===== src/rtl/pwm_ctrl_pkg.sv =====
// rtl/pwm_ctrl_pkg.sv - shared widths, state encoding and duty arithmetic for the PWM fade controller
package pwm_ctrl_pkg;

    localparam int PWM_W = 21;

    typedef enum logic [1:0] {
        ST_IDLE = 2'd0,
        ST_UP   = 2'd1,
        ST_HOLD = 2'd2,
        ST_DOWN = 2'd3
    } ctrl_state_t;

    // period+1 encodes 100% duty, so a larger target is clamped to it
    function automatic logic [PWM_W-1:0] clamp_target(
        input logic [PWM_W-1:0] target,
        input logic [PWM_W-1:0] period
    );
        logic [PWM_W:0] full;
        full = {1'b0, period} + (PWM_W+1)'(1);
        return ({1'b0, target} > full) ? full[PWM_W-1:0] : target;
    endfunction

    function automatic logic [PWM_W-1:0] ramp_up_duty(
        input logic [PWM_W-1:0] cur,
        input logic [PWM_W-1:0] stp,
        input logic [PWM_W-1:0] tgt
    );
        logic [PWM_W:0] sum;
        sum = {1'b0, cur} + {1'b0, stp};
        return (sum > {1'b0, tgt}) ? tgt : sum[PWM_W-1:0];
    endfunction

    function automatic logic [PWM_W-1:0] ramp_down_duty(
        input logic [PWM_W-1:0] cur,
        input logic [PWM_W-1:0] stp
    );
        return (cur > stp) ? (cur - stp) : '0;
    endfunction

endpackage


===== src/rtl/pwm512_period.sv =====
// rtl/pwm512_period.sv - free-running period counter with duty compare; output high for duty clocks per period
module pwm512_period
    import pwm_ctrl_pkg::*;
#(
    parameter int sys_clk_freq = 100_000_000
) (
    input  logic             clk,
    input  logic             reset_p,
    input  logic [PWM_W-1:0] duty,
    input  logic [PWM_W-1:0] pwm_period,
    output logic             pwm_512
);

    logic [PWM_W-1:0] cnt;

    always_ff @(posedge clk or posedge reset_p) begin
        if (reset_p) begin
            cnt <= '0;
        end else if (cnt >= pwm_period) begin
            cnt <= '0;
        end else begin
            cnt <= cnt + PWM_W'(1);
        end
    end

    assign pwm_512 = (cnt < duty);

    // clock frequency is carried for documentation of the instance only
    if (sys_clk_freq <= 0) begin : g_freq_unset
    end

endmodule


===== src/rtl/pwm_fade_ctrl.sv =====
// rtl/pwm_fade_ctrl.sv - soft-start, hold and soft-stop duty sequencer driving one pwm512_period core
module pwm_fade_ctrl
    import pwm_ctrl_pkg::*;
#(
    parameter int SYS_CLK_FREQ = 100_000_000,
    parameter int STEP_PERIODS = 4,
    parameter int HOLD_W       = 16
) (
    input  logic              clk,
    input  logic              reset_p,
    input  logic              start,
    input  logic              abort,
    input  logic [PWM_W-1:0]  cfg_period,
    input  logic [PWM_W-1:0]  cfg_target,
    input  logic [PWM_W-1:0]  cfg_step,
    input  logic [HOLD_W-1:0] cfg_hold,
    output logic [PWM_W-1:0]  duty,
    output logic [PWM_W-1:0]  pwm_period,
    output logic              pwm_out,
    output logic              busy,
    output logic              done,
    output logic [1:0]        state
);

    localparam int SCNT_W = (STEP_PERIODS > 1) ? $clog2(STEP_PERIODS) : 1;
    localparam logic [SCNT_W-1:0] SCNT_LAST = SCNT_W'(STEP_PERIODS - 1);
    localparam logic [SCNT_W-1:0] SCNT_ONE  = SCNT_W'(1);
    localparam logic [HOLD_W:0]   HOLD_ONE  = (HOLD_W+1)'(1);

    ctrl_state_t       st_q, st_d;
    logic [PWM_W-1:0]  duty_q, duty_d;
    logic [PWM_W-1:0]  per_q, per_d;
    logic [PWM_W-1:0]  tgt_q, tgt_d;
    logic [PWM_W-1:0]  stp_q, stp_d;
    logic [HOLD_W-1:0] hold_q, hold_d;
    logic [HOLD_W-1:0] hcnt_q, hcnt_d;
    logic [SCNT_W-1:0] scnt_q, scnt_d;
    logic [PWM_W-1:0]  pcnt_q;
    logic              done_q, done_d;

    logic              bnd;
    logic              step_tick;
    logic [PWM_W-1:0]  up_duty;
    logic [PWM_W-1:0]  down_duty;
    logic [HOLD_W:0]   hcnt_inc;

    // shadows the core's counter on the same period register so bnd marks its wrap
    always_ff @(posedge clk or posedge reset_p) begin
        if (reset_p) begin
            pcnt_q <= '0;
        end else if (bnd) begin
            pcnt_q <= '0;
        end else begin
            pcnt_q <= pcnt_q + PWM_W'(1);
        end
    end

    assign bnd       = (pcnt_q >= per_q);
    assign step_tick = bnd && (scnt_q == SCNT_LAST);
    assign up_duty   = ramp_up_duty(duty_q, stp_q, tgt_q);
    assign down_duty = ramp_down_duty(duty_q, stp_q);
    assign hcnt_inc  = {1'b0, hcnt_q} + HOLD_ONE;

    always_ff @(posedge clk or posedge reset_p) begin
        if (reset_p) begin
            st_q   <= ST_IDLE;
            duty_q <= '0;
            per_q  <= '0;
            tgt_q  <= '0;
            stp_q  <= '0;
            hold_q <= '0;
            hcnt_q <= '0;
            scnt_q <= '0;
            done_q <= 1'b0;
        end else begin
            st_q   <= st_d;
            duty_q <= duty_d;
            per_q  <= per_d;
            tgt_q  <= tgt_d;
            stp_q  <= stp_d;
            hold_q <= hold_d;
            hcnt_q <= hcnt_d;
            scnt_q <= scnt_d;
            done_q <= done_d;
        end
    end

    always_comb begin
        st_d   = st_q;
        duty_d = duty_q;
        per_d  = per_q;
        tgt_d  = tgt_q;
        stp_d  = stp_q;
        hold_d = hold_q;
        hcnt_d = hcnt_q;
        scnt_d = scnt_q;
        done_d = 1'b0;

        if (abort) begin
            st_d   = ST_IDLE;
            duty_d = '0;
            hcnt_d = '0;
            scnt_d = '0;
        end else begin
            unique case (st_q)
                ST_IDLE: begin
                    if (start) begin
                        per_d  = cfg_period;
                        tgt_d  = clamp_target(cfg_target, cfg_period);
                        stp_d  = (cfg_step == '0) ? PWM_W'(1) : cfg_step;
                        hold_d = cfg_hold;
                        hcnt_d = '0;
                        scnt_d = '0;
                        st_d   = ST_UP;
                    end
                end
                ST_UP: begin
                    if (bnd) begin
                        scnt_d = step_tick ? '0 : scnt_q + SCNT_ONE;
                    end
                    if (step_tick) begin
                        duty_d = up_duty;
                        if (up_duty == tgt_q) begin
                            st_d = ST_HOLD;
                        end
                    end
                end
                ST_HOLD: begin
                    if (bnd) begin
                        if (hcnt_inc >= {1'b0, hold_q}) begin
                            st_d   = ST_DOWN;
                            hcnt_d = '0;
                            scnt_d = '0;
                        end else begin
                            hcnt_d = hcnt_inc[HOLD_W-1:0];
                        end
                    end
                end
                ST_DOWN: begin
                    if (bnd) begin
                        scnt_d = step_tick ? '0 : scnt_q + SCNT_ONE;
                    end
                    if (step_tick) begin
                        duty_d = down_duty;
                        if (down_duty == '0) begin
                            st_d   = ST_IDLE;
                            done_d = 1'b1;
                        end
                    end
                end
                default: st_d = ST_IDLE;
            endcase
        end
    end

    pwm512_period #(
        .sys_clk_freq(SYS_CLK_FREQ)
    ) u_core (
        .clk       (clk),
        .reset_p   (reset_p),
        .duty      (duty_q),
        .pwm_period(per_q),
        .pwm_512   (pwm_out)
    );

    assign duty       = duty_q;
    assign pwm_period = per_q;
    assign busy       = (st_q != ST_IDLE);
    assign done       = done_q;
    assign state      = st_q;

endmodule


===== config.mk =====
export PLATFORM = sky130hd
export DESIGN_NAME = pwm_fade_ctrl
export DESIGN_NICKNAME = d
export VERILOG_FILES = /design/src/rtl/pwm_ctrl_pkg.sv /design/src/rtl/pwm512_period.sv /design/src/rtl/pwm_fade_ctrl.sv
export SDC_FILE = /design/constraint.sdc
export NUM_CORES = 1
export LEC_CHECK = 0
export ABC_AREA = 1
export CELL_PAD_IN_SITES_DETAIL_PLACEMENT = 0
export CELL_PAD_IN_SITES_GLOBAL_PLACEMENT = 2
export CORE_MARGIN = 5
export CORE_UTILIZATION = 34
export CTS_CLUSTER_DIAMETER = 150
export DETAILED_ROUTE_END_ITERATION = 10
export PLACE_DENSITY_LB_ADDON = 0.1
export SYNTH_ARGS = -nofsm -noshare
export SYNTH_HDL_FRONTEND = slang
export SYNTH_SLANG_ARGS = --single-unit

===== constraint.sdc =====
create_clock -name clk -period 6.5 [get_ports clk]
set_input_delay 0.975 -clock clk [delete_from_list [all_inputs] [get_ports clk]]
set_output_delay 0.975 -clock clk [all_outputs]
set_load 0.005 [all_outputs]

Word level (Yosys, flattened, before mapping)
Index checks and enable logic that the tools add are counted.
{"block": "word_totals", "elab_cells": 87, "reg_bits": 163}
{"block": "op_classes", "addsub": 7, "n_lt_le_gt_ge": 7, "mux": 35, "bitwise_logic": 1, "n_reduce_logical": 13, "eq_ne": 13}
{"cell": "$mux 21", "count": 9}
{"cell": "$mux 16", "count": 4}
{"cell": "$add 21x1->21 const B", "count": 2}
{"cell": "$ge 21x21->1", "count": 2}
{"cell": "$logic_not 21->1", "count": 2}
{"cell": "$pmux 21 s2", "count": 1}
{"cell": "$pmux 16 s2", "count": 1}
{"cell": "$mux 2", "count": 14}
{"cell": "$add 21x1->22 const B", "count": 1}
{"cell": "$add 21x21->22", "count": 1}
{"cell": "$gt 21x22->1", "count": 1}
{"cell": "$gt 22x21->1", "count": 1}
{"cell": "$eq 21x21->1", "count": 1}
{"cell": "$gt 21x21->1", "count": 1}
{"cell": "$lt 21x21->1", "count": 1}
{"cell": "$ne 3x3->1 const B", "count": 7}
{"cell": "$sub 21x21->21", "count": 1}
{"cell": "$add 16x1->17 const B", "count": 1}
{"cell": "$ge 17x16->1", "count": 1}
{"cell": "$reduce_and 3->1", "count": 3}
{"cell": "$pmux 2 s4", "count": 1}
{"cell": "$reduce_and 7->1", "count": 1}
{"cell": "$eq 2x2->1 const B", "count": 3}
{"cell": "$pmux 2 s3", "count": 1}
{"cell": "11 further kinds", "count": 15}

Depth between registers and ports, before layout
Gate-level depths: netlist of run 1.
{"block": "depth", "depth_word": 8, "ltp_mapped": 36}

Modules after synthesis
Synthesis of run 1 repeated with hierarchy kept, for this count alone.
{"block": "unflattened", "cells_unflattened": 2147, "hier_area_um2": 14993.1}
{"mod": "pwm_fade_ctrl", "area_per_inst_um2": 12668.4, "cells_each": 1806, "instances": 1, "seq_area_each_um2": 3553.4}
{"mod": "pwm512_period", "area_per_inst_um2": 2324.7, "cells_each": 341, "instances": 1, "seq_area_each_um2": 525.5}

Worst setup path before layout of run 1
No wires, ideal clock.
{"block": "synth_timing", "kind": "input-to-reg", "startpoint": "input port cfg_period[0]", "endpoint": "register tgt_q[16]", "path_stages": 24, "t_required_ps": 6382, "path_slack_ps": 2680, "arrival_ps": 3702, "cell_sequence": "ha_1 > nand2_1 > nor2_2 > nand3_1 > nor2_1 > inv_2 > nor2_2 > nand3_2 > nor3_2 > nand3_2 > nor2_1 > nand3_1 > xor2_1 > ha_1 > inv_1 > nor2_1 > nand3_1 > nor3_1 > nand3_1 > o2111ai_2 > buf_2 > nand3_1 > nand3_1 > nand2_1"}
{"block": "synth_between", "elab_chain_cells": 3}
{"element": "from (decl)", "line": "pwm_fade_ctrl.sv:13", "rtl": "input logic [PWM_W-1:0] cfg_period,"}
{"element": "$add 21x1->22 (*)", "line": "pwm_ctrl_pkg.sv:19", "rtl": "full = {1'b0, period} + (PWM_W+1)'(1);"}
{"element": "$gt 21x22->1", "line": "pwm_ctrl_pkg.sv:20", "rtl": "return ({1'b0, target} > full) ? full[PWM_W-1:0] : target;"}
{"element": "$mux 21 (*)", "line": "pwm_ctrl_pkg.sv:20"}
{"element": "to (signal assigned)", "line": "pwm_fade_ctrl.sv:79", "rtl": "tgt_q <= tgt_d;"}
{"element": "to (decl)", "line": "pwm_fade_ctrl.sv:33", "rtl": "logic [PWM_W-1:0] tgt_q, tgt_d;"}
Every way passes the cells marked *; elsewhere a longest branch is shown, timed or not.
A chain may end at the register's enable or synchronous reset.

Worst setup path after layout of run 1
{"block": "layout_timing", "startpoint": "register duty_q[14], in the netlist duty[14]", "endpoint": "register duty_q[12], in the netlist duty[12]"}
{"block": "layout_between", "elab_chain_cells": 6, "elab_cells_between_ends": 9, "classes_between": "add/sub: 1; order compare: 2; mux: 6"}
{"element": "from (decl)", "line": "pwm_fade_ctrl.sv:31", "rtl": "logic [PWM_W-1:0] duty_q, duty_d;"}
{"element": "from (signal assigned)", "line": "pwm_fade_ctrl.sv:77", "rtl": "duty_q <= duty_d;"}
{"element": "$add 21x21->22", "line": "pwm_ctrl_pkg.sv:29", "rtl": "sum = {1'b0, cur} + {1'b0, stp};"}
{"element": "$gt 22x21->1", "line": "pwm_ctrl_pkg.sv:30", "rtl": "return (sum > {1'b0, tgt}) ? tgt : sum[PWM_W-1:0];"}
{"element": "$mux 21", "line": "pwm_ctrl_pkg.sv:30"}
{"element": "$mux 21", "line": "pwm_fade_ctrl.sv:121", "rtl": "if (step_tick) begin"}
{"element": "$pmux 21 s2 (*)", "line": "pwm_fade_ctrl.sv:105", "rtl": "unique case (st_q)"}
{"element": "$mux 21 (*)", "line": "pwm_fade_ctrl.sv:99", "rtl": "if (abort) begin"}
Every way passes the cells marked *; elsewhere a longest branch is shown, timed or not. The select of a mux whose other input is x is not followed.

==> results of run 1 <==
[critical path: stages (launching register included)]
cell and delay, ns:
dfrtp_1 0.47, ha_1 0.58, inv_1 0.22, nand2_1 0.10, nand2_1 0.08, nand2_1 0.07
nand2_1 0.06, a21oi_1 0.32, nand3_1 0.16, nand2_1 0.08, nand2_1 0.13, ha_1 0.34
a21oi_1 0.17, nand2_1 0.07, nand2_1 0.05, nand2_1 0.05, a21oi_1 0.13, nand2_1 0.06
nand2_1 0.07, nand2_1 0.42, buf_4 0.40, nand2_1 0.07, o21ai_0 0.07, o21ai_0 0.36
o22ai_1 0.13
[layout by cell type (no fill, tap or decap), drive strengths merged, types with 4 or more instances in the layout]
master           n
o21a             4
clkbuf          18
a21oi          113
o21bai           9
nor3            45
xor2            46
clkinv           6
o21ai          140
and3             7
nand3          152
inv            335
o31ai            5
dfrtp          163
a31oi            4
nor4             7
nor3b           12
ha             172
a211oi           6
buf             15
xnor2            9
nand4           84
clkdlybuf4s50  129
o22ai            8
nor2           163
nand2          565
o211ai          14
[stage by stage]
stage / cells / utilization [%] / setup WS [ns]
global placement: 2803 / 38.4 / 1.49
global route: 2835 / 39.8 / 1.23
CTS: 2835 / 39.8 / 1.73
finish: 2835 / 39.8 / 1.67
floorplan: 2140 / - / 1.12
detailed placement: 2803 / 38.4 / 1.40
[power by group through the flow]
| stage | Sequential (W) | Combinational (W) | Clock (W) |
|---|---|---|---|
| after global routing | 0.00182 | 0.00644 | 0.00116 |
| after global placement | 0.00179 | 0.00567 | 0 |
| after floorplan | 0.00161 | 0.00396 | 0 |
| final | 0.00177 | 0.00571 | 0.00109 |
| after CTS | 0.00177 | 0.00572 | 0.00112 |
| after detailed placement | 0.00179 | 0.00569 | 0 |
[final cells by class]
cell class	instances	share of cell area (%)
multi-input combinational	1581	52.8
sequential	163	23.8
timing repair buffer	144	8.28
inverter	330	7.27
tap	585	4.28
clock buffer	18	2.57
clock inverter	14	1.00
[cell families after synthesis]
kind of cell	count (synthesis)	share of synthesized area, %
fa+ha+maj	174	14.9
buf+inv	396	11.0
simple gates	1039	31.2
xor+xnor	55	3.32
compound gates	313	11.8
flops	163	27.7
[registers in the layout (all words and copies together), names as in the netlist]
register    count
duty           21
pcnt_q         21
pwm_period     21
stp_q          21
tgt_q          21
u_core.cnt     21
hcnt_q         16
hold_q         16
scnt_q          2
state           2
done            1
[worst paths after layout]
| kind | startpoint | endpoint | cells after the start |
|---|---|---|---|
| worst max-delay path | duty[14]$_DFFE_PP0P_ | duty[12]$_DFFE_PP0P_ | 24 |
| worst min-delay path | u_core.cnt[0]$_DFF_PP0_ | u_core.cnt[0]$_DFF_PP0_ | 1 |
| worst min register to register | u_core.cnt[0]$_DFF_PP0_ | u_core.cnt[0]$_DFF_PP0_ | 1 |
| max in group asynchronous | reset_p | stp_q[14]$_DFFE_PP0P_ | 3 |
| worst max register to register | duty[14]$_DFFE_PP0P_ | duty[12]$_DFFE_PP0P_ | 24 |
| min in group asynchronous | reset_p | pwm_period[14]$_DFFE_PP0P_ | 2 |
[cell usage after synthesis, drive strengths merged]
library cell	n
or2	1
o32ai	2
and3	7
buf	34
o2111ai	2
a2bb2oi	1
a2111oi	1
o31ai	5
a211oi	6
a21oi	113
a31oi	4
nand2	565
o22ai	8
nand4	84
o21ai	140
nand3	152
o211ai	14
and2	1
ha	172
nor3	45
o221ai	1
nand3b	2
a21o	2
o21a	4
nor4	7
xnor2	9
inv	330
xor2	46
o21bai	9
fa	2
nor3b	12
clkbuf	32
a31o	1
dfrtp	163
nor2	163
[per-layer routing]
layer  wire, um  vias up  track usage (%)
li1           -     7228                -
met1      25000     6642             30.3
met2      25100      257             37.2
met3       1760       74             3.70
met4       1790        0             8.25
met5          0        -                0
==> results_dict.tcl, run 1 <==
set metrics [dict create \
    fin_crit_sh_pct 74.4 \
    synth_fp_nets 2397 \
    multi_input_area_sq_mm 0.00903 \
    syn_to_final_growth_pct 16.2 \
    cp-start-kind "flop" \
    comb_power_share_pct 66.7 \
    crit_type "flop to flop" \
    seq_area_sq_mm 0.00408 \
    p_int_w 0.00384 \
    hpwlAfterDp_mm 43.8 \
    io_buffers 129 \
    period_minus_slack_ns 4.83 \
    synthCells 2140 \
    clk_latency_ns 0.49 \
    reg2reg_slack_ns 1.67 \
    power_switching_w 0.00473 \
    setup_tns_ns 0 \
    die-area_sq_mm 0.0476 \
    fin_total_pwr_w 0.00857 \
    rows 76 \
    holdBufCountCts 0 \
    avgSynthCellArea_sq_um 6.88 \
    hp-class "flop to flop" \
    ant_nets 0 \
    initial_core_util_pct 34.3 \
    vias_per_cell 5.01 \
    cts_tree "done" \
    fillers 4604 \
    antenna_found_initial 0 \
    worstPathArrival_ns 5.17 \
    drtPass1Iterations 5 \
    yosysSeqAreaShare_pct 27.7 \
    finalInstanceArea_sq_mm 0.0171 \
    swShare_pct 55.2 \
    diodes 0 \
    leakage_nw 8.72 \
    maxSlewViolCount 0 \
    drt_iter0_drc 870 \
    gr-usage-all-layers_pct 22.7 \
    power_density_mw_per_mm2 501 \
    finClkSkew_ns 0.0181 \
    required_ns 6.84 \
    cts_root_buf "clkbuf_16" \
    ys_warn_count 0 \
    drive_gt1_share_pct 5.24 \
    cts.sinks 163 \
    numCtsBuffers 17 \
    rsz0062_at_grt "no" \
    synth_area_sq_mm 0.0147 \
    status "complete, no violations" \
    setup_viol 0 \
    critPathCaptureType "flop" \
    routed_wl_mm 53.6 \
    placed_cell_area_sq_mm 0.0165 \
    yosysTopAreaCell "dfrtp_1" \
    vias 14201 \
    gp_congestion 0.923 \
    grt_start_max_net_pins 133 \
    synth_area_leaders "dfrtp_1, ha_1, nand2_1" \
    fp.coreArea_sq_mm 0.0430 \
    htreeDepth 4 \
    worstMarginPinSlew_ns 0.892 \
    cts_setup_buffers 0 \
    io_pins 130 \
    synth_seq_cells 163 \
    cts_max_path_buffers 2 \
    wl_per_cell_um 18.9 \
    cts.clk_slew.worst_paths_ns 0.07 \
    p_clk_share_pct 12.7 \
    drc 0 \
    grt_pass1_vias 13892 \
    cap_violations 0 \
    worstPathMaxFanout 22 \
    synth_top_cell_area_share_pct 27.7 \
    fin_nets 2494 \
    grt_pass1_wl_mm 82.2 \
    max-slew-margin-rel_pct 40.5 \
    power_frac_seq_pct 20.7 \
    cts.repair.resized 0 \
    yosysUniqueCellTypes 52 \
    die_h_um 218 \
    grt-ovfl-total 0 \
    fmax_ghz 0.207 \
    die_width_um 218 \
    vdd_drop_max_mv 0.290 \
    holdWs_ns 0.491 \
    hold_viol_final 0 \
]
(Power assumes the default switching activity.)
==> run 2: changes to the inputs <==
Settings changed: CORE_UTILIZATION 34 to 30.
Clock period 6.5 ns to 4.1 ns, I/O delays scaled along.
==> results_dict.tcl, run 2 (synthesis gave the netlist of run 1 again) <==
set metrics [dict create \
    r2r_cells 27 \
    antenna_found_initial 1 \
    die_h_um 232 \
    power_switching_w 0.00860 \
    wl_per_cell_um 19.0 \
    comb_power_share_pct 73.7 \
    gp_congestion 0.897 \
    fin_crit_sh_pct 95.0 \
    critPathCaptureType "flop" \
    grt-ovfl-total 0 \
    mostFrequentLayoutCells "nand2_1, inv_1, buf_4, dfrtp_1, ha_1" \
    finClkSkew_ns 0.0171 \
    holdBufCountCts 0 \
    cts_tree "done" \
    setup_slack_ns 0.204 \
    cp_slowest_cell "dfrtp_1" \
    reg2reg_from "duty[4]$_DFFE_PP0P_" \
    cp-start-kind "flop" \
    period_minus_slack_ns 3.90 \
    rows 81 \
    grt_pass1_vias 15123 \
    worstPathMaxFanout 10 \
    ant_nets 0 \
    hold_viol_final 0 \
    die_width_um 232 \
    p_clk_share_pct 10.3 \
    diodes 0 \
    htreeDepth 4 \
    numCtsBuffers 17 \
    drt_iter0_drc 825 \
    fp.coreArea_sq_mm 0.0487 \
    hp-class "flop to flop" \
    vias_per_cell 4.87 \
    drtPass1Iterations 5 \
    fin_nets 2717 \
    grt_start_max_net_pins 82 \
    setup_viol 0 \
    cap_violations 0 \
    swShare_pct 50.5 \
    worstPathArrival_ns 4.27 \
    reg2reg_slack_ns 0.20 \
    crit_type "flop to flop" \
    worstMarginPinSlew_ns 0.847 \
    initial_core_util_pct 30.2 \
    required_ns 4.47 \
    hpwlAfterDp_mm 48.9 \
    fin_cells 3136 \
    setup_tns_ns 0 \
    io_buffers 129 \
    cts.clk_slew.worst_paths_ns 0.08 \
    power_density_mw_per_mm2 860 \
    p_int_w 0.00842 \
    max_stage_delay_ns 0.42 \
    die-area_sq_mm 0.0536 \
    gr-usage-all-layers_pct 22.0 \
    power_frac_seq_pct 16.0 \
    max-slew-margin-rel_pct 43.6 \
    vdd_drop_max_mv 0.450 \
    drive_gt1_share_pct 19.9 \
    fillers 5151 \
    grt_pass1_wl_mm 90.3 \
    final_common_cell "nand2_1" \
    maxSlewViolCount 0 \
    fmax_ghz 0.257 \
    hold_end "pcnt_q[0]$_DFF_PP0_" \
    drc 0 \
    clk_latency_ns 0.49 \
    io_pins 130 \
    post-place-cells 3082 \
    status "complete, no violations" \
    pre_cts_ws_ns -0.445 \
    syn_to_final_growth_pct 34.3 \
    cts.sinks 163 \
    cts_max_path_buffers 2 \
    leakage_nw 9.95 \
    routed_wl_mm 59.5 \
    reg2reg_to "state[0]$_DFFE_PP0P_" \
    cp_common_cell "nand2_1" \
    min_from "pcnt_q[0]$_DFF_PP0_" \
    vias 15266 \
    cts_root_buf "clkbuf_16" \
    min_path_cells 1 \
]
==> run 2: cell type report <==
type	count	area, sq um	share of cell area, %
clock inverter	11	150	0.759
inverter	330	1250	6.32
multi-input combinational	1581	9790	49.5
tap	664	831	4.20
timing repair buffer	367	3240	16.4
sequential	163	4080	20.6
clock buffer	20	447	2.26
==> run 2: timing repair <==
item,in CTS,in global routing
gates resized for setup,35,175
buffers inserted,2,20
endpoints found under the setup margin,23,57
gates cloned,1,1
pin swaps,5,54
==> run 2: through the flow <==
stage / total power [W] / hold WS [ns] / instance area [sq um] / util [%]
6_report: 0.0170 / 0.487 / 19800 / 40.6
2_1_floorplan: 0.00882 / 0.454 / 14700 / -
4_1_cts: 0.0158 / 0.488 / 18900 / 38.8
3_3_place_gp: 0.0135 / 0.473 / 18100 / 37.2
5_1_grt: 0.0185 / 0.518 / 19800 / 40.6
3_5_place_dp: 0.0135 / 0.477 / 18100 / 37.2
==> run 2: power by group through the flow <==
stage	Combinational (W)	Sequential, W	Clock, W
floorplan	0.00628	0.00255	0
global placement	0.0108	0.00273	0
detailed placement	0.0108	0.00273	0
CTS	0.0113	0.00271	0.00180
global route	0.0138	0.00280	0.00186
finish	0.0125	0.00272	0.00175
==> run 2: routing by layer <==
metal	global-route usage [%]	vias up	share of wire, %
met5	0	-	0.022
met4	5.08	2	2.0
met3	2.87	60	2.8
met2	39.1	251	50
met1	28.6	7283	46
li1	-	7670	-
==> run 2: worst max-delay path by stage <==
| stage | start | to |
|---|---|---|
| after detailed placement | stp_q[0]$_DFFE_PP0P_ | duty[17]$_DFFE_PP0P_ |
| after global routing | duty[11]$_DFFE_PP0P_ | state[1]$_DFFE_PP0P_ |
| after global placement | stp_q[8]$_DFFE_PP0P_ | duty[17]$_DFFE_PP0P_ |
| final | duty[4]$_DFFE_PP0P_ | state[0]$_DFFE_PP0P_ |
| after floorplan | duty[6]$_DFFE_PP0P_ | state[0]$_DFFE_PP0P_ |
| after CTS | stp_q[0]$_DFFE_PP0P_ | state[0]$_DFFE_PP0P_ |
==> run 2: worst max-delay path: cells and delay by family, from the launching register on <==
kind | cells | cell delay (ns)
flip-flops | 1 | 0.42
AND/OR/NAND/NOR | 19 | 1.70
buffers and inverters | 3 | 0.62
AO/OA/AOI/OAI | 2 | 0.32
XOR/XNOR | 1 | 0.21
adder cells (fa/ha/maj) | 2 | 0.51
==> run 3: changes to the inputs <==
Settings changed: CTS_CLUSTER_DIAMETER 150 to 60.
==> results of run 3 <==
Final layout, timing and power as in run 2 (identical DEF).
